<file path="config.mk">
export PLATFORM = sky130hd
export DESIGN_NAME = sha3_absorb_ctrl
export DESIGN_NICKNAME = d
export VERILOG_FILES = /design/src/rtl/sha3_absorb_ctrl.sv
export SDC_FILE = /design/constraint.sdc
export NUM_CORES = 1
export LEC_CHECK = 0
export BUFFER_PORTS_ARGS = -buffer_cell sky130_fd_sc_hd__buf_4
export CAP_MARGIN = 15
export CORE_AREA = 2 2 108 110
export DETAILED_ROUTE_END_ITERATION = 10
export DIE_AREA = 0 0 110 112
export PLACE_DENSITY_LB_ADDON = 0.1
export SYNTH_ARGS = -nofsm -noshare
export SYNTH_HDL_FRONTEND = slang
export SYNTH_SLANG_ARGS = --single-unit
</file>
<file path="constraint.sdc">
create_clock -name ACLK -period 5.65 [get_ports ACLK]
set_clock_uncertainty 0.1 [all_clocks]
set_input_delay 0.8475 -clock ACLK [delete_from_list [all_inputs] [get_ports ACLK]]
set_output_delay 0.8475 -clock ACLK [all_outputs]
set_load 0.05 [all_outputs]
</file>
<file path="src/rtl/sha3_absorb_ctrl.sv">
// SHA-3 absorb/squeeze controller.
// Splits an AXI-Stream message into rate-sized lanes for the rate buffer,
// zero-fills the tail of the final block, starts the Keccak permutation and
// streams the digest lanes back out. Padding itself is done downstream; this
// block only signals which permutation carries the final (padded) block.
module sha3_absorb_ctrl #(
  parameter int DW = 64
) (
  input  logic          ACLK,
  input  logic          ARESET,
  // message stream
  input  logic          s_axis_tvalid,
  output logic          s_axis_tready,
  input  logic [DW-1:0] s_axis_tdata,
  input  logic          s_axis_tlast,
  input  logic [1:0]    s_axis_tuser,
  // rate buffer write port
  output logic          blk_we,
  output logic [4:0]    blk_idx,
  output logic [DW-1:0] blk_wdata,
  // padding stage / permutation core
  output logic          pad_last,
  output logic [1:0]    pad_mode,
  output logic          perm_start,
  input  logic          perm_done,
  // digest read port
  output logic [2:0]    dig_rd_idx,
  input  logic [DW-1:0] dig_rdata,
  // digest stream
  output logic          m_axis_tvalid,
  input  logic          m_axis_tready,
  output logic [DW-1:0] m_axis_tdata,
  output logic          m_axis_tlast,
  output logic          busy
);

  typedef enum logic [2:0] {
    ST_IDLE,
    ST_ABSORB,
    ST_ZFILL,
    ST_PERM,
    ST_WAIT,
    ST_SQUEEZE
  } state_t;

  // Index of the last rate lane (R-1) for each mode: R = 18, 17, 13, 9.
  function automatic logic [4:0] rate_last(input logic [1:0] mode);
    case (mode)
      2'd0:    return 5'd17;
      2'd1:    return 5'd16;
      2'd2:    return 5'd12;
      default: return 5'd8;
    endcase
  endfunction

  // Index of the last digest lane (L-1) for each mode: L = 4, 4, 6, 8.
  function automatic logic [2:0] dig_last(input logic [1:0] mode);
    case (mode)
      2'd0:    return 3'd3;
      2'd1:    return 3'd3;
      2'd2:    return 3'd5;
      default: return 3'd7;
    endcase
  endfunction

  state_t     state_q, state_d;
  logic [4:0] cnt_q, cnt_d;
  logic [2:0] didx_q, didx_d;
  logic       last_msg_q, last_msg_d;
  logic       extra_blk_q, extra_blk_d;
  logic [1:0] mode_q, mode_d;

  // Mode in force this cycle: in IDLE the incoming beat defines it.
  logic [1:0] mode_cur;
  logic [4:0] r_last;

  assign mode_cur = (state_q == ST_IDLE) ? s_axis_tuser : mode_q;
  assign r_last   = rate_last(mode_cur);

  // State register with synchronous reset.
  always_ff @(posedge ACLK) begin
    // NOTE: non-blocking assignments here so every flop samples the values of
    // the previous cycle regardless of statement order.
    if (ARESET) begin
      state_q     <= ST_IDLE;
      cnt_q       <= '0;
      didx_q      <= '0;
      last_msg_q  <= 1'b0;
      extra_blk_q <= 1'b0;
      mode_q      <= '0;
    end else begin
      state_q     <= state_d;
      cnt_q       <= cnt_d;
      didx_q      <= didx_d;
      last_msg_q  <= last_msg_d;
      extra_blk_q <= extra_blk_d;
      mode_q      <= mode_d;
    end
  end

  // Next-state and output decode; everything stays at zero while in reset.
  always_comb begin
    // NOTE: every variable gets a default before the case so no path can
    // leave one unassigned and infer a latch.
    state_d       = state_q;
    cnt_d         = cnt_q;
    didx_d        = didx_q;
    last_msg_d    = last_msg_q;
    extra_blk_d   = extra_blk_q;
    mode_d        = mode_q;
    s_axis_tready = 1'b0;
    blk_we        = 1'b0;
    blk_idx       = '0;
    blk_wdata     = '0;
    pad_last      = 1'b0;
    pad_mode      = '0;
    perm_start    = 1'b0;
    dig_rd_idx    = '0;
    m_axis_tvalid = 1'b0;
    m_axis_tdata  = '0;
    m_axis_tlast  = 1'b0;
    busy          = 1'b0;

    if (!ARESET) begin
      busy     = (state_q != ST_IDLE);
      pad_mode = mode_q;

      case (state_q)
        ST_IDLE: begin
          s_axis_tready = 1'b1;
          if (s_axis_tvalid) begin
            // First lane of every message always lands at index 0.
            blk_we    = 1'b1;
            blk_idx   = 5'd0;
            blk_wdata = s_axis_tdata;
            mode_d    = s_axis_tuser;
            cnt_d     = 5'd1;
            if (s_axis_tlast) begin
              // Every rate is larger than one lane, so a one-word message
              // always needs zero fill.
              last_msg_d = 1'b1;
              state_d    = ST_ZFILL;
            end else begin
              state_d = ST_ABSORB;
            end
          end
        end

        ST_ABSORB: begin
          s_axis_tready = 1'b1;
          if (s_axis_tvalid) begin
            blk_we    = 1'b1;
            blk_idx   = cnt_q;
            blk_wdata = s_axis_tdata;
            cnt_d     = cnt_q + 5'd1;
            if (cnt_q == r_last) begin
              // Block full. If the message also ends here, this block goes
              // out unpadded and an all-zero padded block follows.
              if (s_axis_tlast) extra_blk_d = 1'b1;
              state_d = ST_PERM;
            end else if (s_axis_tlast) begin
              last_msg_d = 1'b1;
              state_d    = ST_ZFILL;
            end
          end
        end

        ST_ZFILL: begin
          blk_we    = 1'b1;
          blk_idx   = cnt_q;
          blk_wdata = '0;
          cnt_d     = cnt_q + 5'd1;
          if (cnt_q == r_last) state_d = ST_PERM;
        end

        ST_PERM: begin
          perm_start = 1'b1;
          pad_last   = last_msg_q;
          state_d    = ST_WAIT;
        end

        ST_WAIT: begin
          if (perm_done) begin
            if (extra_blk_q) begin
              extra_blk_d = 1'b0;
              last_msg_d  = 1'b1;
              cnt_d       = 5'd0;
              state_d     = ST_ZFILL;
            end else if (last_msg_q) begin
              didx_d  = 3'd0;
              state_d = ST_SQUEEZE;
            end else begin
              cnt_d   = 5'd0;
              state_d = ST_ABSORB;
            end
          end
        end

        ST_SQUEEZE: begin
          // Data comes straight from the digest lane selected by didx, so it
          // holds steady for as long as didx does.
          m_axis_tvalid = 1'b1;
          dig_rd_idx    = didx_q;
          m_axis_tdata  = dig_rdata;
          m_axis_tlast  = (didx_q == dig_last(mode_q));
          if (m_axis_tready) begin
            didx_d = didx_q + 3'd1;
            if (didx_q == dig_last(mode_q)) begin
              last_msg_d = 1'b0;
              cnt_d      = 5'd0;
              state_d    = ST_IDLE;
            end
          end
        end

        default: state_d = ST_IDLE;
      endcase
    end
  end

endmodule

</file>
Word-level counts from Yosys, hierarchy flattened:

Index checks and enable logic that the tools add are counted.
Widths: inputs -> output; s select.

* register bits after elaboration: 15
* output and inout port bits: 145

* multiplexer cells: 72
* reduce and logical (&&, ||, !) cells: 16
* add/sub/neg operators: 2
* equal/unequal tests: 26

Operator list (number)
* $mux 64: 5
* $mux 3: 21
* $mux 5: 9
* $mux 1: 25
* $pmux 5 s5: 1
* $ne 2x2->1 const B: 12
* $pmux 3 s6: 1
* $pmux 5 s3: 1
* $reduce_and 7->1: 2
* $pmux 3 s2: 2
* $pmux 5 s2: 1
* $reduce_and 5->1: 2
* $reduce_and 8->1: 1
* $eq 3x2->1 const B: 2
* $eq 3x3->1: 2
* $eq 3x3->1 const B: 2
* $mux 2: 3
* $ne 3x3->1 const B: 2
* $add 5x1->5 const B: 1
* $eq 5x5->1: 1
* $reduce_bool 5->1: 1
* $eq 2x1->1 const B: 2
* $eq 2x2->1 const B: 2
* $logic_not 2->1: 2
* other kinds (10): 13

Logic depth before layout (Yosys ltp):

Gate-level depths: netlist of run 1.

* depth in word-level cells: 10
* gate-level depth with buffers: 7
* gate-level depth less buffers: 6

Worst setup path before layout of run 1:

Ideal clock, no wire load.

* kind: input port to output port
* start: in ARESET
* end: out blk_we
* required time: 4.703 ns
* path buffers: 1
* arrival: 2.198 ns
* cell stages on the path: 2
* setup slack: 2.504 ns
* path through: clkbuf_1 > a211oi_1

* longest elaborated chain between the ends: 1

RTL lines
* start: declaration: RTL line 10 `input logic ARESET,`
* $mux 1: RTL line 124 `if (!ARESET) begin`
* end: declaration: RTL line 18 `output logic blk_we,`

Every way passes these cells.

Final worst setup path of run 1:

* start: reg state_q[2]
* end: out m_axis_tlast

* longest elaborated chain between the ends: 3

RTL lines
* start: declaration: RTL line 66 `state_t state_q, state_d;`
* start signal: assignment: RTL line 92 `state_q <= state_d;`
* $eq 3x3->1: RTL line 128 `case (state_q)`
* $mux 1: RTL line 128
* $mux 1: RTL line 124
* end: declaration: RTL line 33 `output logic m_axis_tlast,`

Every way passes these cells.

==> results of run 1 <==
## metal layers
metal | vias to the layer above | track usage, % | wire length [um]
met1 | 1456 | 19.5 | 4110
met5 | - | 0 | 0
met3 | 20 | 3.28 | 864
met2 | 176 | 33.9 | 6350
li1 | 1577 | - | -
met4 | 0 | 8.44 | 539
## logic make-up after synthesis
kind of cell	after synthesis
and+or+nand+nor	203
AOI/OAI and AO/OA	44
buffers and inverters	36
DFF	15
muxes	4
adders and majority gates	2
## sequential cells by signal, summed over array words and instances (netlist names)
register	count
extra_blk_q	1
last_msg_q	1
cnt_q	5
didx_q	3
mode_q	2
state_q	3
## area by class of cell
cell class / instances / area, sq um / area share, %
clock buffer: 4 / 78.8 / 1.83
inverter: 6 / 22.5 / 0.523
multi-input combinational: 253 / 1620 / 37.5
sequential: 15 / 300 / 6.97
tap: 143 / 179 / 4.15
timing repair buffer: 281 / 2110 / 49.0
## placed cells by master (no fill, tap or decap), types with 2 or more instances in the layout
master and instances:
mux2i_1 4, o21ai_0 7, inv_1 6, nand4_1 3, nor3_2 2, o22ai_1 2
nor2b_1 3, nand3_1 9, and2_1 68, a21oi_1 14, a31oi_1 2, nand2_1 12
a311oi_1 3, buf_4 281, and3_1 73, ha_1 2, nor2_1 9, nand2b_1 10
a41oi_1 2, nand3b_1 3, dfxtp_1 15, clkbuf_16 3, a31o_2 2
## synthesized netlist by cell type (3+ instances only)
master,number
and3_1,73
and2_1,68
clkbuf_1,25
dfxtp_1,15
a21oi_1,14
nand2_1,12
nand2b_1,10
nor2_1,10
nand3_1,9
o21ai_0,7
inv_1,6
mux2i_1,4
a311oi_1,3
nand3b_1,3
nand4_1,3
nor2b_1,3
## per-stage QoR
| step | utilization, % | hold slack [ns] | power (uW) |
|---|---|---|---|
| 2_1_floorplan | - | 0.369 | 576 |
| 3_3_place_gp | 37.8 | 0.409 | 778 |
| 3_5_place_dp | 37.8 | 0.412 | 781 |
| 4_1_cts | 38.5 | 0.421 | 926 |
| 5_1_grt | 38.5 | 0.434 | 981 |
| 6_report | 38.5 | 0.418 | 920 |
## path summary, 6_finish.rpt
check | endpoint | slack, ns | cells past startpoint | from
worst max-delay path | m_axis_tlast | 1.71 | 6 | state_q[2]
worst min-delay path | last_msg_q | 0.42 | 2 | last_msg_q
worst max register to register | state_q[0] | 3.17 | 6 | state_q[0]
worst min register to register | last_msg_q | 0.42 | 2 | last_msg_q
## power by group
part	internal, uW	switching, uW
registers	122	59.5
logic	230	366
clock network	95.8	46.1
total	448	472
## critical path, cell delays in order (launching register included)
cell	delay [ns]
dfxtp_1	0.80
and2b_2	0.35
nand2_1	0.14
nor2_4	0.82
nand2_1	0.20
a31oi_1	0.19
buf_4	0.23
==> impl_metrics.py, run 1 <==
metrics = {
    "final_layout": {
        "nets": 698,
        "fillers": 1165,
        "syn_to_final_growth_pct": 109,
        "fin_cells": 702,
        "diodes": 0,
        "final_cell_area_sq_um": 4310,
        "layout-drive-gt1-share_pct": 52.8,
    },
    "synth": {
        "synthArstFlopShare_pct": 0,
        "synth-xor-area-share_pct": 0,
        "synth_top_family_by_area": "simple AND/OR/NAND/NOR gates",
        "synth-seq-cells": 15,
        "syn_avg_cell_area_sq_um": 6.77,
        "netlist_top_cells_area": "and3_1 (22%), and2_1 (21%), dfxtp_1 (15%)",
        "synthFlopType": "dfxtp_1",
        "synth-compound-area-share_pct": 14.5,
        "ys_warn_count": 0,
        "synth_top_cell_by_area": "and3_1",
        "synth_cell_type_count": 47,
        "yosys.area_share.simple_pct": 60.3,
        "synth-seq-area-share_pct": 14.6,
        "synth_area_sq_um": 2060,
        "synth_edf_count": 0,
        "netlist_instances": 304,
        "synth_top_area_share_pct": 22.2,
        "synthMuxAreaShare_pct": 1.95,
        "synthAdderAreaFrac_pct": 1.22,
        "syn_nets": 442,
    },
    "power": {
        "leakage_uw": 0.00247,
        "power_density_nw_per_um2": 214,
        "ir_worst_vdd_mv": 0.101,
    },
    "drt": {
        "drt_iter0_markers": 187,
        "wire_per_inst_um": 16.9,
        "routed_via_density": 4.60,
        "finalWirelength_mm": 11.9,
        "firstDrtPassIters": 4,
        "route.detailed.drc": 0,
        "antenna_left": 0,
        "vias": 3229,
    },
    "placed_design": {
        "dp_cells": 698,
        "portBuffers": 280,
        "placed_area_sq_um": 4230,
        "hpwlAfterDp_mm": 9.64,
        "gp_congestion": 0.883,
        "place_worst_setup_slack_ns": 1.95,
    },
    "floorplan": {
        "start_util_pct": 18.4,
        "die_x_um": 110,
        "placement_rows": 39,
        "io_pins": 281,
        "dieArea_sq_um": 12300,
        "dieHeight_um": 112,
        "core_area_sq_um": 11200,
    },
    "timing": {
        "slew_violations": 0,
        "finalCriticalPeriod_ns": 3.94,
        "tightest_slew_ns": 1.01,
        "rsz0062_at_grt": "false",
        "setup_tns_ns": 0,
        "clock.fmax_ghz": 0.254,
        "setup_viol": 0,
        "hold_viol": 0,
        "fin_crit_sh_pct": 69.8,
        "slew_headroom_pct": 32.6,
        "setup_slack_ns": 1.71,
    },
    "cts": {
        "cts_buffer_depth": 2,
        "clk_pin_slew_ns": 0.05,
        "ctsHoldBuffers": 0,
        "numCtsBuffers": 3,
        "cts_tree": "done",
        "cts_resized": 0,
        "clockRootBuffer": "clkbuf_16",
        "clock-sinks": 15,
        "cts_htree_levels": 1,
        "clock_latency_ns": 0.25,
        "cts_setup_buffers": 0,
    },
    "grt": {
        "grt-ovfl-total": 0,
        "antenna_found_initial": 0,
        "grt_pass1_vias": 3160,
        "grt_max_degree": 72,
        "grt_pass1_wl_mm": 17.1,
        "track_usage_pct": 18.3,
    },
    "worst_hold_path": {
        "hold_class": "register to register",
    },
    "setup_path": {
        "criticalPathCategory": "register to primary output",
        "critPathRequiredTime_ns": 4.70,
        "cp-end-kind": "primary output",
        "path_max_fanout": 68,
        "arrival_ns": 3.00,
        "startpoint_type": "register",
    },
    "status": {
        "status": "completed",
    },
    "flow_run": {
        "cap_violations": 0,
    },
}
Power figures use the tool's default switching activity.
==> run 2: changes to the inputs <==
--- a/config.mk
+++ b/config.mk
@@ -7,9 +7,9 @@
 export LEC_CHECK = 0
 export BUFFER_PORTS_ARGS = -buffer_cell sky130_fd_sc_hd__buf_4
 export CAP_MARGIN = 15
-export CORE_AREA = 2 2 108 110
+export CORE_AREA = 2 2 110 112
 export DETAILED_ROUTE_END_ITERATION = 10
-export DIE_AREA = 0 0 110 112
+export DIE_AREA = 0 0 112 114
 export PLACE_DENSITY_LB_ADDON = 0.1
 export SYNTH_ARGS = -nofsm -noshare
 export SYNTH_HDL_FRONTEND = slang
==> constraint.sdc (replaced) <==
create_clock -name ACLK -period 3.2 [get_ports ACLK]
set_clock_uncertainty 0.1 [all_clocks]
set_input_delay 0.48 -clock ACLK [delete_from_list [all_inputs] [get_ports ACLK]]
set_output_delay 0.48 -clock ACLK [all_outputs]
set_load 0.05 [all_outputs]
==> run 2 against run 1 <==
Effect of this change: via count down 2.4%; die area up 3.6%; wire length up 9.7%; final area up 1.4%.
==> impl_metrics.py, run 2 (same netlist as run 1, synthesis figures left out) <==
metrics = {
    "final_layout": {
        "final_cell_mix": "buf_4 (285), and3_1 (73), and2_1 (68)",
        "largestRegisters": "cnt_q: 5 flops, didx_q: 3 flops, state_q: 3 flops",
        "regArea_sq_um": 300,
        "mostFrequentLayoutCell": "buf_4",
        "regMostFlops": "cnt_q",
        "syn_to_final_growth_pct": 112,
        "multiInputGateArea_sq_um": 1620,
        "layout-drive-gt1-share_pct": 53.2,
        "fillers": 1283,
        "final_util_pct": 37.3,
        "largest_reg_flops": 5,
        "nets": 703,
        "final_cell_area_sq_um": 4370,
    },
    "drt": {
        "antenna_left": 0,
        "firstDrtPassIters": 4,
        "routed_via_density": 4.42,
        "finalWirelength_mm": 13.0,
        "drt_iter0_markers": 160,
        "vias": 3152,
        "route.detailed.drc": 0,
        "wire_per_inst_um": 18.3,
    },
    "timing": {
        "slew_violations": 0,
        "rsz0062_at_grt": "false",
        "hold_viol": 0,
        "setup_tns_ns": 0,
        "finalCriticalPeriod_ns": 2.61,
        "clock.fmax_ghz": 0.382,
        "setup_viol": 0,
        "tightest_slew_ns": 0.550,
        "slew_headroom_pct": 63.3,
        "fin_crit_sh_pct": 81.7,
        "hold_ws_ns": 0.401,
    },
    "setup_path": {
        "path_max_fanout": 52,
        "crit_slowest_cell": "dfxtp_1",
        "critPathTopFamily": "simple AND/OR/NAND/NOR gates",
        "crit_buf_inv": 2,
        "startpoint_type": "register",
        "slowest_delay_ns": 0.45,
        "arrival_ns": 2.03,
        "criticalPathCategory": "register to primary output",
        "cp-end-kind": "primary output",
        "critPathRequiredTime_ns": 2.62,
        "crit_chain": "and2b_2, nand2_1, nor2_4, buf_12, and2_1, buf_4",
    },
    "power": {
        "intPower_uw": 809,
        "leakage_uw": 0.00249,
        "power_density_nw_per_um2": 377,
        "p_comb_share_pct": 68.4,
        "power_frac_seq_pct": 16.6,
        "power_frac_clock_pct": 15.1,
        "p_switching_uw": 836,
        "ir_worst_vdd_mv": 0.223,
        "switching_share_pct": 50.8,
    },
    "grt": {
        "grt-ovfl-total": 0,
        "antenna_found_initial": 2,
        "grt_pass1_vias": 2869,
        "grt_max_degree": 72,
        "grt_pass1_wl_mm": 17.9,
        "track_usage_pct": 18.5,
    },
    "floorplan": {
        "io_pins": 281,
        "dieHeight_um": 114,
        "dieArea_sq_um": 12800,
        "placement_rows": 40,
        "core_area_sq_um": 11700,
        "start_util_pct": 17.6,
        "die_x_um": 112,
    },
    "placed_design": {
        "gp_congestion": 0.797,
        "hpwlAfterDp_mm": 11.0,
        "portBuffers": 280,
        "placed_area_sq_um": 4280,
    },
    "cts": {
        "clockRootBuffer": "clkbuf_16",
        "cts_tree": "done",
        "clock_latency_ns": 0.25,
        "clock-sinks": 15,
        "clk_pin_slew_ns": 0.05,
        "ctsHoldBuffers": 0,
        "cts_resized": 0,
        "cts_htree_levels": 1,
        "numCtsBuffers": 3,
        "cts_buffer_depth": 2,
        "cts_setup_buffers": 0,
    },
    "worst_hold_path": {
        "hold_class": "register to register",
    },
    "status": {
        "status": "completed",
    },
    "flow_run": {
        "cap_violations": 0,
    },
}
-- run 2: cell count changes in the layout (fill, tap and decap cells not counted), sizes merged --
cell   delta
buf       +5
diode     +2
-- run 2: worst reg2reg max path: cells and delay by family (launching register included) --
| kind | cells | cell delay (ns) |
|---|---|---|
| muxes | 2 | 0.56 |
| and+or+nand+nor | 1 | 0.36 |
| AOI/OAI and AO/OA | 3 | 0.56 |
| buffers and inverters | 1 | 0.22 |
| DFF | 1 | 0.37 |
-- run 2: path summary, 6_finish.rpt --
path                    from          endpoint  slack, ns  depth (start not counted)
hold / removal    last_msg_q        last_msg_q       0.40                          2
setup / recovery  state_q[2]  m_axis_tdata[48]       0.59                          6
hold reg to reg   last_msg_q        last_msg_q       0.40                          2
setup reg to reg  state_q[2]        state_q[0]       0.91                          7
-- run 2: power by group through the flow --
stage / sequential, uW / combinational [uW] / clock (uW)
after floorplan: 249 / 768 / 0
after global placement: 275 / 1130 / 0
after detailed placement: 276 / 1130 / 0
after CTS: 273 / 1130 / 254
after global routing: 282 / 1200 / 262
final: 273 / 1120 / 248
-- run 2: metrics by stage --
| stage | instances | total power, uW | worst slack [ns] |
|---|---|---|---|
| 6_report | 713 | 1640 | 0.585 |
| 5_1_grt | 713 | 1750 | 0.403 |
| 4_1_cts | 711 | 1660 | 0.558 |
| 3_5_place_dp | 707 | 1400 | 0.747 |
| 3_3_place_gp | 707 | 1400 | 0.795 |
| 2_1_floorplan | 304 | 1020 | 0.503 |
-- run 2: area by class of cell --
type / instances / share of cell area [%]
clock buffers: 4 / 1.81
multi-input cells: 253 / 37.0
repair buffers: 286 / 49.5
diodes: 2 / 0.115
inverters: 6 / 0.516
well taps: 147 / 4.21
flip-flops and latches: 15 / 6.88
-- run 2: layer usage --
layer / wire [um] / GRT usage, %
met5: 0 / 0
met3: 619 / 2.82
met4: 233 / 4.96
met2: 7720 / 38.6
met1: 4440 / 19.0
